==> config.mk <==
export PLATFORM = sky130hd
export DESIGN_NAME = pipe_stage
export DESIGN_NICKNAME = d
export VERILOG_FILES = /design/src/rtl/pipe_pkg.sv /design/src/rtl/pipe_stage_ctrl.sv /design/src/rtl/pipe_stage.sv
export SDC_FILE = /design/constraint.sdc
export NUM_CORES = 1
export LEC_CHECK = 0
export ABC_AREA = 1
export BUFFER_PORTS_ARGS = -buffer_cell sky130_fd_sc_hd__buf_2
export CAP_MARGIN = 0
export CORE_MARGIN = 2
export CORE_UTILIZATION = 49
export CTS_BUF_LIST = sky130_fd_sc_hd__clkbuf_4 sky130_fd_sc_hd__clkbuf_8 sky130_fd_sc_hd__clkbuf_16
export DETAILED_ROUTE_END_ITERATION = 10
export GPL_ROUTABILITY_DRIVEN = 1
export HOLD_SLACK_MARGIN = 0.15
export MAX_ROUTING_LAYER = met4
export PLACE_DENSITY = 0.76
export RECOVER_POWER = 100
export SLEW_MARGIN = 20
export SYNTH_ARGS = -nofsm -noshare
export SYNTH_HDL_FRONTEND = slang
export SYNTH_SLANG_ARGS = --single-unit
==> constraint.sdc <==
create_clock -name clock -period 1.3 [get_ports clock]
set_input_delay 0 -clock clock [delete_from_list [all_inputs] [get_ports clock]]
set_output_delay 0 -clock clock [all_outputs]
set_load 0.1 [all_outputs]
==> src/rtl/pipe_pkg.sv <==
// Shared definitions for the elastic pipeline stage.
package pipe_pkg;

    localparam int unsigned OCC_W = 2;

    // Handshake state encoding; the value doubles as the entry count.
    typedef enum logic [1:0] {
        ST_EMPTY = 2'd0,
        ST_FULL  = 2'd1,
        ST_SKID  = 2'd2
    } state_t;

    // RV32 NOP (addi x0, x0, 0) used as the IF/ID bubble payload.
    localparam logic [31:0] NOP = 32'h0000_0013;

    // Entries held for a given state.
    function automatic logic [OCC_W-1:0] occ_of(input state_t s);
        return OCC_W'(s);
    endfunction

endpackage

==> src/rtl/pipe_stage_ctrl.sv <==
// Valid/ready handshake controller for one elastic pipeline stage.
module pipe_stage_ctrl
    import pipe_pkg::*;
#(
    parameter bit SKID = 1'b1
) (
    input  logic             clock,
    input  logic             reset_n,
    input  logic             flush,
    input  logic             in_valid,
    input  logic             out_ready,
    output logic             in_ready,
    output logic             out_valid,
    output logic [OCC_W-1:0] occupancy,
    output logic             load_main_c,
    output logic             load_skid_c,
    output logic             skid_to_main_c,
    output logic             clear_main_c
);

    state_t           state_q;
    logic             out_valid_q;
    logic [OCC_W-1:0] occ_q;
    logic             rdy_q;
    logic             acc_c;
    logic             dlv_c;

    assign out_valid = out_valid_q;
    assign occupancy = occ_q;
    assign acc_c     = in_valid & in_ready;
    assign dlv_c     = out_valid_q & out_ready;

    // Ready: from state alone with the skid buffer, otherwise straight from downstream.
    if (SKID) begin : g_rdy_skid
        assign in_ready = reset_n & rdy_q;
    end else begin : g_rdy_comb
        logic unused_rdy;
        assign unused_rdy = rdy_q;
        assign in_ready   = reset_n & (~out_valid_q | out_ready);
    end

    // Handshake state machine with registered status outputs.
    always_ff @(posedge clock) begin
        if (!reset_n || flush) begin
            state_q     <= ST_EMPTY;
            out_valid_q <= 1'b0;
            occ_q       <= occ_of(ST_EMPTY);
            rdy_q       <= 1'b1;
        end else begin
            case (state_q)
                ST_EMPTY: begin
                    if (acc_c) begin
                        state_q     <= ST_FULL;
                        out_valid_q <= 1'b1;
                        occ_q       <= occ_of(ST_FULL);
                    end
                end
                ST_FULL: begin
                    if (acc_c && !dlv_c) begin
                        state_q <= ST_SKID;
                        occ_q   <= occ_of(ST_SKID);
                        rdy_q   <= 1'b0;
                    end else if (!acc_c && dlv_c) begin
                        state_q     <= ST_EMPTY;
                        out_valid_q <= 1'b0;
                        occ_q       <= occ_of(ST_EMPTY);
                    end
                end
                ST_SKID: begin
                    if (dlv_c) begin
                        state_q <= ST_FULL;
                        occ_q   <= occ_of(ST_FULL);
                        rdy_q   <= 1'b1;
                    end
                end
                default: begin
                    state_q     <= ST_EMPTY;
                    out_valid_q <= 1'b0;
                    occ_q       <= occ_of(ST_EMPTY);
                    rdy_q       <= 1'b1;
                end
            endcase
        end
    end

    // Datapath strobes for the main and skid registers.
    always_comb begin
        load_main_c    = 1'b0;
        load_skid_c    = 1'b0;
        skid_to_main_c = 1'b0;
        clear_main_c   = 1'b0;
        if (!flush) begin
            case (state_q)
                ST_EMPTY: load_main_c = acc_c;
                ST_FULL: begin
                    load_main_c  = acc_c & dlv_c;
                    load_skid_c  = acc_c & ~dlv_c;
                    clear_main_c = ~acc_c & dlv_c;
                end
                ST_SKID:  skid_to_main_c = dlv_c;
                default:  clear_main_c = 1'b1;
            endcase
        end
    end

endmodule

==> src/rtl/pipe_stage.sv <==
// Elastic pipeline register: opaque payload under valid/ready, optional skid, flush, bypass.
module pipe_stage
    import pipe_pkg::*;
#(
    parameter int unsigned      WIDTH        = 32,
    parameter bit               BYPASS       = 1'b0,
    parameter bit               SKID         = 1'b1,
    parameter logic [WIDTH-1:0] BUBBLE_VALUE = '0
) (
    input  logic             clock,
    input  logic             reset_n,
    input  logic             flush,
    input  logic             in_valid,
    output logic             in_ready,
    input  logic [WIDTH-1:0] in_data,
    output logic             out_valid,
    input  logic             out_ready,
    output logic [WIDTH-1:0] out_data,
    output logic [OCC_W-1:0] occupancy
);

    if (BYPASS) begin : g_bypass
        logic unused_ctl;
        assign unused_ctl = ^{clock, reset_n, flush};
        assign out_valid  = in_valid;
        assign out_data   = in_data;
        assign in_ready   = out_ready;
        assign occupancy  = '0;
    end else begin : g_reg
        logic [WIDTH-1:0] main_q;
        logic [WIDTH-1:0] skid_q;
        logic             load_main_c;
        logic             load_skid_c;
        logic             skid_to_main_c;
        logic             clear_main_c;

        pipe_stage_ctrl #(
            .SKID (SKID)
        ) u_ctrl (
            .clock          (clock),
            .reset_n        (reset_n),
            .flush          (flush),
            .in_valid       (in_valid),
            .out_ready      (out_ready),
            .in_ready       (in_ready),
            .out_valid      (out_valid),
            .occupancy      (occupancy),
            .load_main_c    (load_main_c),
            .load_skid_c    (load_skid_c),
            .skid_to_main_c (skid_to_main_c),
            .clear_main_c   (clear_main_c)
        );

        // Main register drives out_data; it holds the bubble whenever the stage is empty.
        always_ff @(posedge clock) begin
            if (!reset_n || flush) begin
                main_q <= BUBBLE_VALUE;
            end else if (load_main_c) begin
                main_q <= in_data;
            end else if (skid_to_main_c) begin
                main_q <= skid_q;
            end else if (clear_main_c) begin
                main_q <= BUBBLE_VALUE;
            end
        end

        // Skid register catches the beat accepted while downstream stalls.
        always_ff @(posedge clock) begin
            if (!reset_n || flush) begin
                skid_q <= BUBBLE_VALUE;
            end else if (load_skid_c) begin
                skid_q <= in_data;
            end
        end

        assign out_data = main_q;
    end

endmodule

==> results of run 1 <==
[repair_timing]
item                                   CTS  global route
setup endpoints to repair               32            66
setup buffers                            0             4
cloned                                   0             4
endpoints found under the hold margin   67             0
pin swaps                                0            26
resized for setup                       13            59
hold buffers                            35             0
[sequential cells by signal, indices dropped and copies added (netlist names)]
register / cells
out_data: 32
g_reg.u_ctrl.state_q: 2
g_reg.u_ctrl.rdy_q: 1
g_reg.skid_q: 32
g_reg.u_ctrl.out_valid: 1
[stage by stage]
step | util, % | cell area (µm²)
2_1_floorplan | - | 3420
3_3_place_gp | 61.5 | 3930
3_5_place_dp | 61.5 | 3930
4_1_cts | 70.3 | 4490
5_1_grt | 74.8 | 4780
6_report | 74.8 | 4780
[critical path, delay by kind of cell, from the launching register on]
kind / cells / cell delay [ns]
AO/OA/AOI/OAI: 1 / 0.13
buffers and inverters: 4 / 0.48
AND/OR/NAND/NOR: 4 / 0.41
flip-flops: 1 / 0.33
[worst min path at each step]
stage	endpoint	cells past startpoint
after global placement	g_reg.skid_q[13]	3
after global routing	out_data[15]	6
after detailed placement	g_reg.skid_q[27]	3
final	out_data[15]	6
after floorplan	g_reg.skid_q[2]	2
after CTS	g_reg.u_ctrl.rdy_q	5
[cell usage in the layout, fill, tap and decap left out, drive strengths merged]
| cell type | instances |
|---|---|
| a21oi | 45 |
| buf | 82 |
| clkbuf | 42 |
| clkinv | 3 |
| clkinvlp | 1 |
| dfxtp | 68 |
| dlygate4sd3 | 35 |
| inv | 48 |
| nand2 | 103 |
| nand3 | 53 |
| nand4 | 33 |
| nor2 | 78 |
| o21ai | 26 |
[report_power, final]
part / internal [mW] / switching (mW) / leakage [nW] / total [mW]
logic: 0.277 / 0.537 / 1.56 / 0.814
registers: 2.11 / 0.0192 / 0.551 / 2.13
clock network: 0.743 / 0.832 / 0.0971 / 1.57
[cell families (layout without fill, tap and decap cells)]
family	Yosys count	after routing	share of synthesized area (%)
flip-flops	68	68	41.8
AND/OR/NAND/NOR	267	267	36.7
AO/OA/AOI/OAI	71	71	11.0
buffers and inverters	82	211	10.5
[layer usage]
metal	global-route usage (%)	vias up	part of all wire (%)
met3	7.03	24	7.5
met1	35.1	1763	41
met2	41.3	199	50
li1	-	1844	-
met5	-	-	0
met4	8.23	0	1.7
[synth_stat cells (all sizes together)]
cell type,instances
nand4,33
inv,46
buf,19
a21oi,45
nand3,53
o21ai,26
dfxtp,68
clkbuf,17
nor2,78
nand2,103
[cell type report]
type,instances,share of cell area [%]
Tap cell,77,2.02
Timing Repair Buffer,149,24.7
Inverter,46,3.74
Multi-Input combinational cell,338,37.2
Clock inverter,6,0.759
Clock buffer,10,2.88
Sequential cell,68,28.8
==> impl_results.md, run 1 <==
* Status: complete, but fails checks
* Violated checks: negative setup slack
* Largest net degree at the start of global routing at between 40 and 50
* Worst Setup SP: g_reg.u_ctrl.rdy_q
* Die ar. at between 7000 and 8000 µm²
* LEAKAGE at around 2.2 nW
* Vias in the first global route at about 3300
* WHS at about 0.23 ns
* Share of the synthesized area in the top cell type at approximately two fifths
* GPL Wtd Cong at ~0.92
* Slew Viols, Final at 0
* Core area at roughly 6400 µm²
* Setup crit end kind: flip-flop
* Slew @ Worst Pin at about 0.55 ns
* Die W at 85.5 µm
* Max-Slew Margin vs Limit at between 60% and 70%
* Depth of the CTS H-tree at 3
* Count of different cell masters after synthesis at 18
* Area Overhead vs Synth at 46.8%
* R2r worst-path depth at 9
* Post-Place Setup Slack at -0.0372 ns
* Final net count at 649
* Mapped Cells at roughly 500
* Power density over cell area at 945 nW/µm²
* Initial DRT Pass Iterations at 5
* Initial Util at 51.0%
* Tcrit/Tclk final at 110%
* Worst Setup Slack, final at -0.127 ns
* Hpwl dp at a little over 6 mm
* Tot Pwr at around 4.5 mW
* Worst reg2reg setup slack at -0.13 ns
* Routed vias at 3830
* Initial antenna violation count at 0
* Worst hold path startpoint: flush
* RSZ-0062 raised after global routing: yes
* Root Buffer: clkbuf_8
* Routed len/inst at 14.9 µm
* Synthesis Warnings at 0
* CP Launch Type: flip-flop
* Synthesized cell area at around 3300 µm²
* DIE HEIGHT at 85.5 µm
* Finished Layout Cells at about 690
* Number of max-cap violations at 0
* Row Count at 29
* Total global routing overflow at 0
* Worst endpoint required time at around 1.6 ns
* Max frequency at between 700 and 800 MHz
* Vias per cell at ~5.5
* WL final at 10.3 mm
* Inst Count DP at approximately 640
* Later-pin clock latency in the skew report at 0.35 ns
* Critical Path AT at about 1.7 ns
* DRC at 0
* Critical path capture point: g_reg.skid_q[2]
* Register area at 1370 µm²
* Gr usage total at 26.9%
* Synth area leader: dfxtp_1
* Hold crit path type: input pin to flip-flop
* Setup Crit Path Kind: flip-flop to flip-flop
* Max clock buf depth at 2
* Seq/Total Area, Yosys at 41.8%
* Slowest cell on crit path: dfxtp_2
* First-pass GRT wire length at around 16 mm
* R2R Path End: g_reg.skid_q[2]
* Setup tns final at -2.58 ns
* Worst-path clk slew at around 0.070 ns
* Antenna-violating nets left at 0
* # clock sinks at around 70
* Boundary pin count at 73
* Synthesized flop and latch total at 68
* CTS buffer count at 9
* Fin. Hold Viols at 0
* Fillers at 470
* VDD IR max at around 800 µV
* Port bufs at 72
* Largest stage delay on the critical path at about 0.33 ns
* Multi-input gate area at ~1800 µm²
* Initial DRC Count at between 300 and 400
* Tmin final at 1.43 ns
* Layout cells sized above 1 at between 30% and 40%
* TritonCTS clock tree: built
* Crit-path cells: buf_4 > nand2_4 > clkinvlp_4 > nand4_4 > nor2_4 > buf_12 > clkbuf_16 > nand2_1 > a21oi_1
* Max FO, Critical Path at 6
* Mean Syn Cell Area at ~6.7 µm²
* R2R Path Start: g_reg.u_ctrl.rdy_q
* Area contributors post-synth: dfxtp_1, nand2_1, nor2_1
* Syn Nets at roughly 530
* Final setup violation count at 48
* Ant. Diodes at 0
* Setup Skew at 0.00509 ns
Note: power is estimated with default switching activity, not from simulation.
==> run 2: changes to the inputs <==
Settings changed: SETUP_SLACK_MARGIN set to 0.1.
==> run 2 against run 1 <==
Against the previous run: the run still ends with negative setup slack left; first-iteration DRC count is 17% lower; routed wire length is 0.30% higher; clock-buffer cell count is 2 higher; global-route usage is 1.2 points higher; final cell count is 0.58% lower; worst setup slack better by 0.0061 ns; clock skew is 0.0035 ns higher; combinational power hardly changed; sequential share of layout area is 0.36 points lower; non-clock buffer count is 4 lower; largest power group unchanged.
==> impl_results.md, run 2 (synthesis gave the netlist of run 1 again) <==
* Hpwl dp at 5.94 mm (was 6.07 mm)
* Port bufs at 72 (unchanged)
* VDD IR max at 629 µV (was 785 µV)
* Initial DRC Count at 297 (was 357)
* Slew @ Worst Pin at 0.551 ns (about the same)
* Vias per cell at 5.50 (was 5.52)
* Setup Skew at 0.00860 ns (was 0.00509 ns)
* WL met2 at 5.21 mm (was 5.11 mm)
* Status: complete, but fails checks (unchanged)
* Post-Place Setup Slack at -0.0844 ns (was -0.0372 ns)
* WL final at 10.4 mm (was 10.3 mm)
* Total global routing overflow at 0 (unchanged)
* Violated checks: negative setup slack (unchanged)
* Worst Setup Slack, final at -0.120 ns (was -0.127 ns)
* Setup tns final at -3.06 ns (was -2.58 ns)
* DRC at 0 (unchanged)
* Slew Viols, Final at 0 (unchanged)
* TritonCTS clock tree: built (unchanged)
* Final setup violation count at 64 (was 48)
* Hold crit path type: input pin to flip-flop (unchanged)
* Ant. Diodes at 0 (unchanged)
* Hold buffers post-CTS at 33 (was 35)
* First-pass GRT wire length at 16.2 mm (was 15.6 mm)
* Later-pin clock latency in the skew report at 0.34 ns (was 0.35 ns)
* Final net count at 645 (was 649)
* Final core utilization at 75.8% (was 74.8%)
* Tot Pwr at 4.55 mW (was 4.51 mW)
* Fillers at 454 (was 470)
* Max frequency at 704 MHz (was 701 MHz)
* Met1 WL at 4.24 mm (was 4.26 mm)
* Root Buffer: clkbuf_8 (unchanged)
* Boundary pin count at 73 (unchanged)
* Antenna-violating nets left at 0 (unchanged)
* DIE HEIGHT at 85.5 µm (unchanged)
* Uppermost layer routed: met4 (unchanged)
* Initial Util at 51.0% (unchanged)
* DR WL met3 at 685 µm (was 775 µm)
* Die ar. at 7310 µm² (unchanged)
* Initial DRT Pass Iterations at 5 (unchanged)
* Vias in the first global route at 3512 (was 3307)
* Core area at 6390 µm² (unchanged)
* Fin. Hold Viols at 0 (unchanged)
* CP Launch Type: flip-flop (unchanged)
* Initial antenna violation count at 0 (unchanged)
* RSZ-0062 raised after global routing: yes (unchanged)
* Largest net degree at the start of global routing at 41 (unchanged)
* Critical Path AT at 1.69 ns (was 1.70 ns)
* Die W at 85.5 µm (unchanged)
* CTS buffer count at 9 (unchanged)
* Setup Crit Path Kind: flip-flop to flip-flop (unchanged)
* Depth of the CTS H-tree at 3 (unchanged)
* Tmin final at 1.42 ns (was 1.43 ns)
* Routed len/inst at 15.0 µm (was 14.9 µm)
* Power density over cell area at 939 nW/µm² (was 945 nW/µm²)
* # clock sinks at 68 (unchanged)
* Max clock buf depth at 2 (unchanged)
* Worst-path clk slew at 0.07 ns (about the same)
* Max-Slew Margin vs Limit at 63.5% (was 63.4%)
* Worst endpoint required time at 1.57 ns (about the same)
* Commonest cells after routing, fill and taps aside: nand2_1, nor2_1, dfxtp_1 (was nand2_1, dfxtp_1, nor2_1, nand3_1, buf_2)
* Routed vias at 3794 (was 3830)
* Tcrit/Tclk final at 109% (was 110%)
* GPL Wtd Cong at 0.866 (was 0.916)
* Setup crit end kind: flip-flop (unchanged)
* LEAKAGE at 2.25 nW (was 2.21 nW)
* Row Count at 29 (unchanged)
* Area Overhead vs Synth at 48.7% (was 46.8%)
* Number of max-cap violations at 0 (unchanged)
* Max FO, Critical Path at 5 (was 6)
* Layout cells sized above 1 at 34.1% (was 31.8%)
* Most common cell after layout, fill and taps aside: nand2_1 (unchanged)
* Gr usage total at 28.2% (was 26.9%)
## run 2: path summary, 6_finish.rpt
check                                from                       to  slack (ns)  depth (start not counted)
setup / recovery  g_reg.u_ctrl.state_q[0]          g_reg.skid_q[0]       -0.12                          8
hold / removal                  out_ready  g_reg.u_ctrl.state_q[1]        0.08                          4
setup reg to reg  g_reg.u_ctrl.state_q[0]          g_reg.skid_q[0]       -0.12                          8
hold reg to reg          g_reg.skid_q[21]         g_reg.skid_q[21]        0.47                          2
## run 2: layout make-up
class	instances	area (µm²)	area share [%]
Inverter	46	181	3.75
Tap cell	77	96.3	1.99
Clock buffer	12	159	3.28
Clock inverter	4	23.8	0.491
Timing Repair Buffer	145	1160	24.0
Multi-Input combinational cell	338	1840	38.1
Sequential cell	68	1370	28.4
## run 2: what timing repair did
action / in CTS / in global routing
pin swaps: 17 / 14
gates resized for setup: 43 / 59
setup endpoints to repair: 65 / 67
hold endpoints to repair: 67 / 1
setup buffers: 7 / 2
cloned: 2 / 1
## run 2: layer usage
metal,up-vias,GRT usage (%)
met5,-,-
met4,0,8.80
met3,31,5.39
met2,175,47.0
met1,1752,34.5
li1,1836,-
## run 2: power breakdown
part | switching [mW] | internal, mW | total, mW
logic | 0.548 | 0.264 | 0.812
registers | 0.0193 | 2.11 | 2.13
clock network | 0.795 | 0.812 | 1.61
## run 2: critical path: stages, from the launching register on
cell and delay, ns:
dfxtp_4 0.39, inv_6 0.05, nor2_4 0.16, nand4_4 0.13, nor2_4 0.15, buf_6 0.15
clkbuf_16 0.16, nand2_1 0.05, a21oi_1 0.12
## run 2: through the flow
| step | cell area, µm² | cells | hold WS, ns |
|---|---|---|---|
| after floorplan | 3430 | 488 | 0.136 |
| after global placement | 3910 | 630 | 0.256 |
| after detailed placement | 3910 | 630 | 0.262 |
| after CTS | 4620 | 688 | 0.0574 |
| after global routing | 4840 | 690 | 0.0693 |
| final | 4840 | 690 | 0.0750 |
==> run 3: changes to the inputs <==
Settings changed: CORE_MARGIN 2 to not set.
==> run 3 against run 2 <==
Against the previous run: non-clock buffer count fell by 7; sequential share of layout area rose by 0.78 points; the flow still finishes with violations (negative setup slack); core utilization fell by 2.0 points; clock skew fell by 0.0018 ns; fmax rose by 1.2%; die area fell by 4.6%; flip-flop and latch count did not move; register-to-register slack improved by 0.02 ns; critical path type unchanged; sequential power barely moved.
==> impl_results.md, run 3 (synthesis gave the netlist of run 1 again) <==
* Crit path buf inv count at 3 (unchanged)
* Commonest cells after routing, fill and taps aside: nand2_1, dfxtp_1, nor2_1 (was nand2_1, nor2_1, dfxtp_1)
* Total global routing overflow at 0 (unchanged)
* Vias in the first global route at 3556 (was 3512)
* First-pass GRT wire length at 16.4 mm (was 16.2 mm)
* Status: complete, but fails checks (unchanged)
* Initial antenna violation count at 0 (unchanged)
* Worst Setup Slack, final at -0.103 ns (was -0.120 ns)
* Initial DRT Pass Iterations at 5 (unchanged)
* Number of max-cap violations at 0 (unchanged)
* Max-Slew Margin vs Limit at 63.2% (was 63.5%)
* Routed len/inst at 15.0 µm (about the same)
* Worst endpoint required time at 1.58 ns (was 1.57 ns)
* Gr usage total at 29.8% (was 28.2%)
* Setup crit end kind: flip-flop (unchanged)
* Tot Pwr at 5.22 mW (was 4.55 mW)
* Hold crit path type: input pin to flip-flop (unchanged)
* Placed cell area at 3880 µm² (was 3910 µm²)
* Boundary pin count at 73 (unchanged)
* Largest stage delay on the critical path at 0.37 ns (was 0.39 ns)
* Slew @ Worst Pin at 0.555 ns (was 0.551 ns)
* Design Area, Final at 4710 µm² (was 4840 µm²)
* Final net count at 638 (was 645)
* Tmin final at 1.40 ns (was 1.42 ns)
* Largest net degree at the start of global routing at 36 (was 41)
* DIE HEIGHT at 83.5 µm (was 85.5 µm)
* Port bufs at 72 (unchanged)
* RSZ-0062 raised after global routing: yes (unchanged)
* Row Count at 29 (unchanged)
* Max FO, Critical Path at 6 (was 5)
* VDD IR max at 758 µV (was 629 µV)
* Final setup violation count at 45 (was 64)
* WL final at 10.2 mm (was 10.4 mm)
* Max clock buf depth at 2 (unchanged)
* Layout cells sized above 1 at 28.9% (was 34.1%)
* Tcrit/Tclk final at 108% (was 109%)
* Violated checks: negative setup slack (unchanged)
* CP top delay family: buffers and inverters (was simple AND/OR/NAND/NOR gates)
* DRC at 0 (unchanged)
* CP Launch Type: flip-flop (unchanged)
* Most common cell after layout, fill and taps aside: nand2_1 (unchanged)
* Inst Count DP at 626 (was 630)
* Hpwl dp at 5.85 mm (was 5.94 mm)
* Depth of the CTS H-tree at 3 (unchanged)
* Initial DRC Count at 319 (was 297)
* Max frequency at 713 MHz (was 704 MHz)
* Critical Path AT at 1.69 ns (about the same)
* Final core utilization at 73.8% (was 75.8%)
* Vias per cell at 5.64 (was 5.50)
* Die ar. at 6970 µm² (was 7310 µm²)
* Ant. Diodes at 0 (unchanged)
* Slowest cell on crit path: dfxtp_4 (unchanged)
* Initial Util at 51.0% (unchanged)
* Later-pin clock latency in the skew report at 0.35 ns (was 0.34 ns)
* GPL Wtd Cong at 0.798 (was 0.866)
* Root Buffer: clkbuf_8 (unchanged)
* Core area at 6390 µm² (unchanged)
* TritonCTS clock tree: built (unchanged)
* Slew Viols, Final at 0 (unchanged)
* Routed vias at 3854 (was 3794)
* Crit-path cells: buf_4 > a21oi_4 > buf_4 > buf_4 > nand3_1 > nand2_1 > nor2_2 > nor2_1 (was inv_6 > nor2_4 > nand4_4 > nor2_4 > buf_6 > clkbuf_16 > nand2_1 > a21oi_1)
* Setup Skew at 0.00685 ns (was 0.00860 ns)
* Fin. Hold Viols at 0 (unchanged)
* Power density over cell area at 1110 nW/µm² (was 939 nW/µm²)
* Finished Layout Cells at 683 (was 690)
* Antenna-violating nets left at 0 (unchanged)
* Area Overhead vs Synth at 44.7% (was 48.7%)
* Die W at 83.5 µm (was 85.5 µm)
* Most used cell, CP: buf_4 (was nor2_4)
* Hold buffers post-CTS at 34 (was 33)
* WHS at 0.0289 ns (was 0.0750 ns)
* Setup Crit Path Kind: flip-flop to flip-flop (unchanged)
* Worst-path clk slew at 0.07 ns (about the same)
* # clock sinks at 68 (unchanged)
* LEAKAGE at 2.16 nW (was 2.25 nW)
* CTS buffer count at 9 (unchanged)
run 3: cell count changes in the layout (fill, tap and decap cells not counted), moves of 4 or more:
cell | previous run | this run
o21ai_0 | 3 | 18
nor2_1 | 64 | 54
nand2_1 | 81 | 92
a21oi_1 | 24 | 37
buf_4 | 24 | 20
nor2_4 | 6 | 10
nand2_2 | 13 | 7
o21ai_2 | 13 | 1
a21oi_2 | 20 | 7
nor2_2 | 8 | 14
nand2_4 | 8 | 3
run 3: per-layer routing:
layer  global-route usage, %  wire length, µm
met1                    35.9             4090
met2                    49.4             4950
met3                    4.25              806
met4                    14.2              389
met5                       -                0
run 3: worst paths after layout:
kind | start | endpoint | slack [ns] | depth (start not counted)
worst max-delay path | g_reg.u_ctrl.state_q[0] | out_data[6] | -0.10 | 8
worst min-delay path | out_ready | g_reg.u_ctrl.state_q[1] | 0.03 | 4
worst max register to register | g_reg.u_ctrl.state_q[0] | out_data[6] | -0.10 | 8
worst min register to register | g_reg.skid_q[14] | g_reg.skid_q[14] | 0.47 | 2
run 3: report_power, final:
part	switching, mW	internal (mW)
Sequential	0.0191	2.11
Combinational	0.543	0.273
Clock	0.858	1.42
run 3: through the flow:
step / setup TNS [ns] / setup WS (ns)
floorplan: -14.71 / -0.287
global placement: -0.0703 / -0.0478
detailed placement: -0.746 / -0.0557
CTS: -0.546 / -0.0382
global route: -5.94 / -0.175
finish: -1.90 / -0.103
run 3: worst reg2reg max path: stages (launching register included):
cell,delay (ns)
dfxtp_4,0.37
buf_4,0.14
a21oi_4,0.19
buf_4,0.15
buf_4,0.14
nand3_1,0.12
nand2_1,0.12
nor2_2,0.04
nor2_1,0.07
run 3: cell type report:
class	instances	area [µm²]
clock buffers	11	156
inverters	46	181
multi-input cells	338	1730
clock inverters	5	106
well taps	77	96.3
flip-flops and latches	68	1370
fillers	448	1680
repair buffers	138	1060
run 3: what timing repair did:
item	CTS	global route
resized for setup	8	49
endpoints found under the setup margin	67	67
hold endpoints to repair	67	2
buffers inserted	3	2
gates cloned	0	2
pin swaps	4	21
